**src/rtl/pc_sequencer_if.sv**
```systemverilog
// pc_sequencer_if: control/status bundle between the core datapath and the PC sequencer.
// master = control/ALU side driving requests, slave = the sequencer.
interface pc_sequencer_if #(
    parameter int PC_W    = 8,
    parameter int CAUSE_W = 4
);
    logic               PCS_load;
    logic [PC_W-1:0]    PCS_load_val;
    logic               PCS_stall;
    logic               PCS_branch_taken;
    logic [PC_W-1:0]    PCS_branch_off;
    logic               PCS_jump;
    logic [PC_W-1:0]    PCS_jump_target;
    logic               PCS_eret;
    logic               PCS_exc_req;
    logic [CAUSE_W-1:0] PCS_exc_cause;
    logic [PC_W-1:0]    PCS_pc;
    logic [PC_W-1:0]    PCS_epc;
    logic [CAUSE_W-1:0] PCS_cause;
    logic               PCS_exl;
    logic               PCS_valid;
    logic               PCS_kill;
    logic [1:0]         PCS_state;
    logic [31:0]        PCS_retired;

    modport master (
        output PCS_load, PCS_load_val, PCS_stall, PCS_branch_taken, PCS_branch_off,
               PCS_jump, PCS_jump_target, PCS_eret, PCS_exc_req, PCS_exc_cause,
        input  PCS_pc, PCS_epc, PCS_cause, PCS_exl, PCS_valid, PCS_kill,
               PCS_state, PCS_retired
    );

    modport slave (
        input  PCS_load, PCS_load_val, PCS_stall, PCS_branch_taken, PCS_branch_off,
               PCS_jump, PCS_jump_target, PCS_eret, PCS_exc_req, PCS_exc_cause,
        output PCS_pc, PCS_epc, PCS_cause, PCS_exl, PCS_valid, PCS_kill,
               PCS_state, PCS_retired
    );
endinterface

```
**src/rtl/pc_sequencer.sv**
```systemverilog
// pc_sequencer: program counter, EPC/cause capture, nested-exception halt,
// exception return and a one-cycle trap-dispatch bubble.
// Optional feature macro: PCS_RETIRE_CNT_EN builds a 32-bit retired-instruction
// counter; without it PCS_retired is tied to zero.
module pc_sequencer #(
    parameter int              PC_W        = 8,
    parameter int              INSTR_BYTES = 4,
    parameter logic [PC_W-1:0] RESET_PC    = '0,
    parameter logic [PC_W-1:0] EXC_VECTOR  = PC_W'('h80),
    parameter int              CAUSE_W     = 4
) (
    input  logic          SYS_clk,
    input  logic          SYS_reset_n,
    pc_sequencer_if.slave pcs
);
    localparam int SH = $clog2(INSTR_BYTES);

    typedef enum logic [1:0] {
        S_RUN  = 2'd0,
        S_TRAP = 2'd1,
        S_HALT = 2'd2
    } state_e;

    state_e             state_q;
    logic [PC_W-1:0]    pc_q;
    logic [PC_W-1:0]    epc_q;
    logic [CAUSE_W-1:0] cause_q;
    logic               exl_q;

    logic               valid;
    logic               kill;
    logic [PC_W-1:0]    seq_pc_d;
    logic [PC_W-1:0]    br_pc_d;

    // Only RUN presents an executable instruction; a faulting one is killed in-cycle.
    assign valid    = (state_q == S_RUN);
    assign kill     = valid & pcs.PCS_exc_req;
    // Branch offset counts instructions, so scale it to bytes; all sums wrap at PC_W.
    assign seq_pc_d = pc_q + PC_W'(INSTR_BYTES);
    assign br_pc_d  = seq_pc_d + (pcs.PCS_branch_off << SH);

    // Sequencer FSM: load overrides everything in every state, then per-state rules.
    always_ff @(posedge SYS_clk or negedge SYS_reset_n) begin
        if (!SYS_reset_n) begin
            state_q <= S_RUN;
            pc_q    <= RESET_PC;
            epc_q   <= '0;
            cause_q <= '0;
            exl_q   <= 1'b0;
        end else if (pcs.PCS_load) begin
            pc_q    <= pcs.PCS_load_val;
            exl_q   <= 1'b0;
            state_q <= S_RUN;
        end else begin
            case (state_q)
                S_RUN: begin
                    if (pcs.PCS_exc_req && !exl_q) begin
                        epc_q   <= pc_q;
                        cause_q <= pcs.PCS_exc_cause;
                        exl_q   <= 1'b1;
                        pc_q    <= EXC_VECTOR;
                        state_q <= S_TRAP;
                    end else if (pcs.PCS_exc_req) begin
                        // Fault inside the handler: record why and freeze.
                        cause_q <= pcs.PCS_exc_cause;
                        state_q <= S_HALT;
                    end else if (pcs.PCS_stall) begin
                        pc_q <= pc_q;
                    end else if (pcs.PCS_eret && exl_q) begin
                        pc_q  <= epc_q;
                        exl_q <= 1'b0;
                    end else if (pcs.PCS_jump) begin
                        pc_q <= pcs.PCS_jump_target;
                    end else if (pcs.PCS_branch_taken) begin
                        pc_q <= br_pc_d;
                    end else begin
                        pc_q <= seq_pc_d;
                    end
                end
                // Flush bubble: vector is fetched but not executed this cycle.
                S_TRAP:  state_q <= S_RUN;
                S_HALT:  state_q <= S_HALT;
                default: state_q <= S_RUN;
            endcase
        end
    end

`ifdef PCS_RETIRE_CNT_EN
    logic [31:0] retired_q;
    logic        retire;

    assign retire = valid & ~pcs.PCS_stall & ~kill;

    // Retired-instruction counter; wraps silently and is untouched by load.
    always_ff @(posedge SYS_clk or negedge SYS_reset_n) begin
        if (!SYS_reset_n)
            retired_q <= '0;
        else if (retire)
            retired_q <= retired_q + 32'd1;
    end

    assign pcs.PCS_retired = retired_q;
`else
    assign pcs.PCS_retired = '0;
`endif

    assign pcs.PCS_pc    = pc_q;
    assign pcs.PCS_epc   = epc_q;
    assign pcs.PCS_cause = cause_q;
    assign pcs.PCS_exl   = exl_q;
    assign pcs.PCS_valid = valid;
    assign pcs.PCS_kill  = kill;
    assign pcs.PCS_state = state_q;
endmodule

```
**src/flat_wrapper.sv**
```systemverilog
// flat-port wrapper written by rule: the top's interface ports become plain ports
module pc_sequencer_flat 
#(
    parameter int              PC_W        = 8,
    parameter int              INSTR_BYTES = 4,
    parameter logic [PC_W-1:0] RESET_PC    = '0,
    parameter logic [PC_W-1:0] EXC_VECTOR  = PC_W'('h80),
    parameter int              CAUSE_W     = 4
)
  (SYS_clk, SYS_reset_n, pcs_PCS_load, pcs_PCS_load_val, pcs_PCS_stall, pcs_PCS_branch_taken, pcs_PCS_branch_off, pcs_PCS_jump, pcs_PCS_jump_target, pcs_PCS_eret, pcs_PCS_exc_req, pcs_PCS_exc_cause, pcs_PCS_pc, pcs_PCS_epc, pcs_PCS_cause, pcs_PCS_exl, pcs_PCS_valid, pcs_PCS_kill, pcs_PCS_state, pcs_PCS_retired);
  pc_sequencer_if #(.PC_W(PC_W), .CAUSE_W(CAUSE_W)) pcs_i ();
  input  logic SYS_clk;
  input  logic SYS_reset_n;
  input wire logic [$bits(pcs_i.PCS_load)-1:0] pcs_PCS_load;
  input wire logic [$bits(pcs_i.PCS_load_val)-1:0] pcs_PCS_load_val;
  input wire logic [$bits(pcs_i.PCS_stall)-1:0] pcs_PCS_stall;
  input wire logic [$bits(pcs_i.PCS_branch_taken)-1:0] pcs_PCS_branch_taken;
  input wire logic [$bits(pcs_i.PCS_branch_off)-1:0] pcs_PCS_branch_off;
  input wire logic [$bits(pcs_i.PCS_jump)-1:0] pcs_PCS_jump;
  input wire logic [$bits(pcs_i.PCS_jump_target)-1:0] pcs_PCS_jump_target;
  input wire logic [$bits(pcs_i.PCS_eret)-1:0] pcs_PCS_eret;
  input wire logic [$bits(pcs_i.PCS_exc_req)-1:0] pcs_PCS_exc_req;
  input wire logic [$bits(pcs_i.PCS_exc_cause)-1:0] pcs_PCS_exc_cause;
  output wire logic [$bits(pcs_i.PCS_pc)-1:0] pcs_PCS_pc;
  output wire logic [$bits(pcs_i.PCS_epc)-1:0] pcs_PCS_epc;
  output wire logic [$bits(pcs_i.PCS_cause)-1:0] pcs_PCS_cause;
  output wire logic [$bits(pcs_i.PCS_exl)-1:0] pcs_PCS_exl;
  output wire logic [$bits(pcs_i.PCS_valid)-1:0] pcs_PCS_valid;
  output wire logic [$bits(pcs_i.PCS_kill)-1:0] pcs_PCS_kill;
  output wire logic [$bits(pcs_i.PCS_state)-1:0] pcs_PCS_state;
  output wire logic [$bits(pcs_i.PCS_retired)-1:0] pcs_PCS_retired;
  assign pcs_i.PCS_load = pcs_PCS_load;
  assign pcs_i.PCS_load_val = pcs_PCS_load_val;
  assign pcs_i.PCS_stall = pcs_PCS_stall;
  assign pcs_i.PCS_branch_taken = pcs_PCS_branch_taken;
  assign pcs_i.PCS_branch_off = pcs_PCS_branch_off;
  assign pcs_i.PCS_jump = pcs_PCS_jump;
  assign pcs_i.PCS_jump_target = pcs_PCS_jump_target;
  assign pcs_i.PCS_eret = pcs_PCS_eret;
  assign pcs_i.PCS_exc_req = pcs_PCS_exc_req;
  assign pcs_i.PCS_exc_cause = pcs_PCS_exc_cause;
  assign pcs_PCS_pc = pcs_i.PCS_pc;
  assign pcs_PCS_epc = pcs_i.PCS_epc;
  assign pcs_PCS_cause = pcs_i.PCS_cause;
  assign pcs_PCS_exl = pcs_i.PCS_exl;
  assign pcs_PCS_valid = pcs_i.PCS_valid;
  assign pcs_PCS_kill = pcs_i.PCS_kill;
  assign pcs_PCS_state = pcs_i.PCS_state;
  assign pcs_PCS_retired = pcs_i.PCS_retired;
  pc_sequencer #(.PC_W(PC_W), .INSTR_BYTES(INSTR_BYTES), .RESET_PC(RESET_PC), .EXC_VECTOR(EXC_VECTOR), .CAUSE_W(CAUSE_W)) u_core (.SYS_clk(SYS_clk), .SYS_reset_n(SYS_reset_n), .pcs(pcs_i));
endmodule
```
**config.mk**
```make
export PLATFORM = sky130hd
export DESIGN_NAME = pc_sequencer_flat
export DESIGN_NICKNAME = d
export VERILOG_FILES = /design/src/rtl/pc_sequencer_if.sv /design/src/rtl/pc_sequencer.sv /design/src/flat_wrapper.sv
export SDC_FILE = /design/constraint.sdc
export NUM_CORES = 1
export LEC_CHECK = 0
export CAP_MARGIN = 30
export CELL_PAD_IN_SITES_DETAIL_PLACEMENT = 0
export CELL_PAD_IN_SITES_GLOBAL_PLACEMENT = 1
export CORE_MARGIN = 2
export CORE_UTILIZATION = 25
export CTS_CLUSTER_SIZE = 24
export DETAILED_ROUTE_END_ITERATION = 8
export PLACE_DENSITY = 0.81
export RECOVER_POWER = 100
export SLEW_MARGIN = 20
export SYNTH_ARGS = -nofsm -noshare
export SYNTH_HDL_FRONTEND = slang
export SYNTH_SLANG_ARGS = --single-unit
```
**constraint.sdc**
```tcl
create_clock -name SYS_clk -period 5 [get_ports SYS_clk]
set_input_delay 0.75 -clock SYS_clk [delete_from_list [all_inputs] [get_ports SYS_clk]]
set_output_delay 0.75 -clock SYS_clk [all_outputs]
set_load 0.005 [all_outputs]
```
==> flow_metrics.py, run 1 <==
metrics = {
    "clock_network": {
        "root_buffer": "clkbuf_8",
        "cts_setup_buffers": 0,
        "post_cts_resize_count": 0,
        "clk_path_buf_depth": 2,
        "cts_num_sinks": 23,
        "clkSlewWorstSetupHoldPaths_ps": 90,
        "clock_latency_ps": 270,
        "htreeDepth": 1,
        "tritoncts": "yes",
        "holdBufCountCts": 0,
        "cts_buffers": 3,
    },
    "synthesis": {
        "netlist_area_um2": 1720,
        "yosys_warnings": 0,
        "synth_flop_cell": "dfrtp_1",
        "yosysMostFrequentCell": "buf_4",
        "synth_seq_cells": 23,
        "synth_cell_types": 48,
        "syn_inst": 175,
        "synth_top_area_cell": "dfrtp_1",
        "yosysSeqAreaShare": 0.335,
        "synth_edf_count": 0,
        "synth_area_leaders": "dfrtp_1 (34%), buf_4 (14%), mux2_2 (7.2%), ha_1 (4.4%), o21ai_0 (3.5%)",
        "synth_area_per_cell_um2": 9.81,
        "synth_top_area_frac": 0.335,
        "synth.cells.most_frequent": "buf_4 (32), dfrtp_1 (23), o21ai_0 (12)",
        "synth-async-reset-ratio": 1.00,
    },
    "detailed_routing": {
        "dr.first_iter.drc_count": 46,
        "wl_per_cell_um": 14.1,
        "met2_length_mm": 2.24,
        "met3_length_um": 262,
        "vias_per_cell": 4.50,
        "route.detailed.drc": 0,
        "top_layer": "met4",
        "wirelength_met1_mm": 1.89,
        "vias": 1410,
        "ant_nets": 0,
        "firstDrtPassIters": 4,
        "routed_wl_mm": 4.41,
    },
    "sta": {
        "slew_headroom": -0.0295,
        "worst_slew_pin_slew_ps": 1530,
        "fin_crit_ps": 3110,
        "setup_viol": 0,
        "setup_tns_ps": 0,
        "final.setup.worst_slack_ps": 1890,
        "drv_slew": 11,
        "fmax_mhz": 322,
        "finalCritPeriodShare": 0.622,
        "rsz0062_at_grt": "no",
        "hold_viol": 0,
        "skew_ps": 3.81,
    },
    "die": {
        "die_x_um": 86.9,
        "io_pins": 93,
        "die_height_um": 86.9,
        "dieArea_um2": 7550,
        "start_util": 0.255,
        "fp.coreArea_um2": 6720,
        "rows": 30,
    },
    "status": {
        "violations": "max-capacitance violations, max-slew violations",
        "outcome": "finished with violations",
    },
    "pwr": {
        "p_int_uw": 458,
        "power_switching_uw": 223,
        "leakage_nw": 1.02,
        "swShare": 0.328,
        "clock_power_share": 0.174,
        "power_density_nw_per_um2": 299,
        "p_seq_frac": 0.403,
        "p_comb_frac": 0.423,
        "ir_worst_vdd_v": 0.000202,
    },
    "flow_run": {
        "max-cap-violations": 1,
    },
    "worst_setup_path": {
        "reg2reg_slack_ps": 2390,
        "max_stage_delay_ps": 1290,
        "crit_fanout": 15,
        "setup.worst_path.start_class": "input port",
        "path_class": "in2reg",
        "slowest_stage": "nor3_1",
        "rr_worst_depth": 4,
        "cp.arrival_ps": 3260,
        "cp.required_ps": 5150,
        "endpoint_kind": "flop",
        "path_cells": "dlygate4sd3_1 -> nor3_1 -> mux2_2",
    },
    "layout": {
        "antennaDiodeCount": 0,
        "fin_nets": 277,
        "layout-drive-gt1-share": 0.0987,
        "fin_util": 0.339,
        "areaGrowthSynthToFinish_pct": 32.7,
        "fillers": 710,
    },
    "placement": {
        "io_buffer_count": 58,
        "preCtsSetupSlack_ps": 2190,
        "dp_hpwl_mm": 3.47,
        "place_congestion": 0.775,
    },
    "global_route": {
        "grt_max_degree": 16,
        "grt_pass1_wl_mm": 7.01,
        "antenna_found_initial": 0,
        "track_usage": 0.118,
        "grt-ovfl-total": 0,
        "grt_pass1_vias": 1397,
    },
    "min_path": {
        "holdPathStages": 1,
        "hold_class": "reg2reg",
    },
}
final cells by class:
type | count | area [µm²] | share of cell area
Timing Repair Buffer | 59 | 584 | 0.256
Clock buffer | 4 | 45.0 | 0.0198
Tap cell | 80 | 100 | 0.0439
Multi-Input combinational cell | 139 | 943 | 0.414
Inverter | 8 | 30.0 | 0.0132
Sequential cell | 23 | 576 | 0.253
placed cells by master, fill, tap and decap left out, types with 3 or more instances in the layout:
cell type,netlist,layout
a211oi_1,3,3
a21oi_1,6,6
clkbuf_8,0,3
clkdlybuf4s50_1,0,31
conb_1,1,32
dfrtp_1,23,23
dlygate4sd3_1,0,27
ha_1,6,6
inv_1,7,7
mux2_1,1,3
mux2_2,11,11
nand2_1,11,11
nor2_1,7,8
nor3_1,3,4
o211ai_1,3,3
o21ai_0,12,12
xnor2_1,5,5
final timing paths:
kind	startpoint	to
worst max-delay path	pcs_PCS_load	u_core.pcs.PCS_epc[7]
worst max register to register	u_core.pcs.PCS_state[1]	u_core.pcs.PCS_epc[7]
worst min-delay path	u_core.pcs.PCS_state[0]	u_core.pcs.PCS_state[1]
max in group asynchronous	SYS_reset_n	u_core.pcs.PCS_epc[3]
worst min register to register	u_core.pcs.PCS_state[0]	u_core.pcs.PCS_state[1]
min in group asynchronous	SYS_reset_n	u_core.pcs.PCS_cause[3]
layer usage:
metal,global-route usage,up-vias
li1,-,674
met3,0.0294,2
met2,0.198,60
met5,0,-
met4,0.0199,0
met1,0.157,674
cell families (layout without fill, tap and decap cells):
family | count (synthesis) | in the layout | share of synthesized area
buf+inv | 44 | 71 | 0.168
compound gates | 41 | 41 | 0.174
simple gates | 35 | 35 | 0.114
flops | 23 | 23 | 0.335
mux | 17 | 17 | 0.116
fa+ha+maj | 7 | 7 | 0.0554
xor+xnor | 7 | 7 | 0.0357
other cells | 1 | 32 | 0.00218
per-stage QoR:
stage                     instances  total power [mW]  hold slack, ps  area, µm²
after CTS                       313             0.720             516       2310
after detailed placement        309             0.597             496       2270
after global placement          308             0.591             491       2260
final                           313             0.682             468       2280
after floorplan                 206             0.445             454       1830
after global routing            313             0.734             506       2280
power groups by stage:
stage          clock network [mW]  logic, mW  registers, mW
2_1_floorplan                   0      0.168          0.278
3_3_place_gp                    0      0.311          0.280
3_5_place_dp                    0      0.314          0.284
4_1_cts                     0.124      0.316          0.280
5_1_grt                     0.132      0.318          0.284
6_report                    0.119      0.288          0.275
critical path, delay by kind of cell:
family	cells	cell delay [ps]
multiplexers	1	440
AND/OR/NAND/NOR	1	1290
buffers and inverters	1	780
registers in the layout (all words and copies together), names as in the netlist:
signal	count
u_core.pcs.PCS_epc	8
u_core.pcs.PCS_pc	8
u_core.pcs.PCS_cause	4
u_core.pcs.PCS_state	2
u_core.pcs.PCS_exl	1
No activity file was read; power rests on OpenSTA's default activity.
==> inputs of run 2 (changes only) <==
==> constraint.sdc (replaced) <==
create_clock -name SYS_clk -period 3.1 [get_ports SYS_clk]
set_input_delay 0.465 -clock SYS_clk [delete_from_list [all_inputs] [get_ports SYS_clk]]
set_output_delay 0.465 -clock SYS_clk [all_outputs]
set_load 0.005 [all_outputs]
==> run 2 against run 1 <==
Count of clock-buffer cells in the layout down 1. First-iteration DRC count up 41%. Setup slack worse by 1300 ps. Sequential share of layout area about the same. Largest power group unchanged. Critical path depth up 2. Final cell count unchanged. Combinational power up 62%. Critical endpoint is now u_core.pcs.PCS_pc[1]. Non-clock buffer count unchanged. Register-to-register slack worse by 1700 ps. The run now ends clean. Via count up 1.9%.
==> flow_metrics.py, run 2 (synthesis results as in run 1) <==
metrics = {
    "flow_run": {
        "max-cap-violations": 0,
    },
    "min_path": {
        "worstHoldStart": "u_core.pcs.PCS_state[0]",
        "min_to": "u_core.pcs.PCS_state[1]",
        "hold_class": "reg2reg",
        "holdPathStages": 1,
    },
    "sta": {
        "rsz0062_at_grt": "no",
        "fin_crit_ps": 2500,
        "worst_slew_pin_slew_ps": 1300,
        "finalCritPeriodShare": 0.808,
        "setup_viol": 0,
        "setup_tns_ps": 0,
        "fmax_mhz": 399,
        "drv_slew": 0,
        "skew_ps": 1.90,
        "slew_headroom": 0.131,
        "hold_viol": 0,
    },
    "die": {
        "fp.coreArea_um2": 6720,
        "die_height_um": 86.9,
        "dieArea_um2": 7550,
        "die_x_um": 86.9,
        "start_util": 0.255,
        "io_pins": 93,
        "rows": 30,
    },
    "layout": {
        "antennaDiodeCount": 0,
        "areaGrowthSynthToFinish_pct": 32.7,
        "fillers": 696,
        "layout-drive-gt1-share": 0.0987,
        "final_cell_mix": "conb_1 (32), clkdlybuf4s50_1 (32), dlygate4sd3_1 (26), dfrtp_1 (23), o21ai_0 (12)",
        "fin_nets": 277,
    },
    "worst_setup_path": {
        "slowest_stage": "dlygate4sd3_1",
        "max_stage_delay_ps": 800,
        "r2r-end": "u_core.pcs.PCS_pc[7]",
        "cp_num_cells": 5,
        "cp_top_family": "buffers and inverters",
        "path_cells": "dlygate4sd3_1 -> a21oi_1 -> clkinv_1 -> o31a_4 -> mux2_1",
        "rr_worst_depth": 8,
        "setup.worst_path.start_class": "input port",
        "endpoint_kind": "flop",
        "reg2reg_slack_ps": 700,
        "crit_fanout": 15,
        "rr_startpoint": "u_core.pcs.PCS_pc[2]",
        "cp.arrival_ps": 2660,
        "cp.required_ps": 3260,
        "path_class": "in2reg",
        "crit_buf_inv": 2,
    },
    "placement": {
        "place_congestion": 0.768,
        "io_buffer_count": 58,
        "dp_hpwl_mm": 3.42,
    },
    "status": {
        "outcome": "completed",
    },
    "detailed_routing": {
        "dr.first_iter.drc_count": 65,
        "ant_nets": 0,
        "route.detailed.drc": 0,
        "routed_wl_mm": 4.38,
        "vias": 1437,
        "wl_per_cell_um": 14.0,
        "vias_per_cell": 4.59,
        "firstDrtPassIters": 4,
    },
    "global_route": {
        "grt_max_degree": 24,
        "antenna_found_initial": 0,
        "grt_pass1_vias": 1451,
        "grt_pass1_wl_mm": 7.02,
        "grt-ovfl-total": 0,
        "track_usage": 0.118,
    },
    "clock_network": {
        "clk_path_buf_depth": 2,
        "htreeDepth": 1,
        "root_buffer": "clkbuf_8",
        "cts_setup_buffers": 0,
        "cts_num_sinks": 23,
        "cts_buffers": 3,
        "clkSlewWorstSetupHoldPaths_ps": 90,
        "holdBufCountCts": 0,
        "tritoncts": "yes",
        "post_cts_resize_count": 0,
        "clock_latency_ps": 270,
    },
    "pwr": {
        "power_density_nw_per_um2": 483,
        "leakage_nw": 1.02,
        "ir_worst_vdd_v": 0.000174,
        "p_total_mw": 1.10,
    },
}
-- run 2: area by class of cell --
class,instances,area [µm²],area share
Sequential cell,23,576,0.253
Tap cell,80,100,0.0440
Multi-Input combinational cell,139,941,0.413
Clock inverter,1,5.00,0.00220
Timing Repair Buffer,59,584,0.257
Inverter,8,30.0,0.0132
Clock buffer,3,41.3,0.0181
-- run 2: how the worst max path moves through the flow --
stage                              start                     to
floorplan           u_core.pcs.PCS_pc[2]   u_core.pcs.PCS_pc[7]
global placement            pcs_PCS_load  u_core.pcs.PCS_epc[0]
detailed placement          pcs_PCS_load   u_core.pcs.PCS_pc[7]
CTS                 u_core.pcs.PCS_pc[2]   u_core.pcs.PCS_pc[7]
global route                pcs_PCS_load   u_core.pcs.PCS_pc[1]
finish                      pcs_PCS_load   u_core.pcs.PCS_pc[1]
-- run 2: stage by stage --
step | hold slack (ps) | std cells | area [µm²] | utilization | worst slack (ps)
2_1_floorplan | 169 | 206 | 1830 | - | 1060
3_3_place_gp | 491 | 309 | 2260 | 0.337 | 656
3_5_place_dp | 497 | 309 | 2260 | 0.337 | 631
4_1_cts | 517 | 313 | 2310 | 0.344 | 794
5_1_grt | 504 | 313 | 2280 | 0.339 | 515
6_report | 464 | 313 | 2280 | 0.339 | 596
-- run 2: power breakdown --
| group | switching, mW | leakage, nW | internal [mW] |
|---|---|---|---|
| registers | 0.0669 | 0.284 | 0.376 |
| logic | 0.194 | 0.712 | 0.272 |
| clock network | 0.102 | 0.0255 | 0.0899 |
| total | 0.363 | 1.02 | 0.738 |
-- run 2: layer usage --
layer	up-vias	wire length (µm)	GRT usage
met1	686	1840	0.146
li1	679	-	-
met3	8	293	0.0284
met2	64	2130	0.202
met5	-	0	0
met4	0	114	0.0369
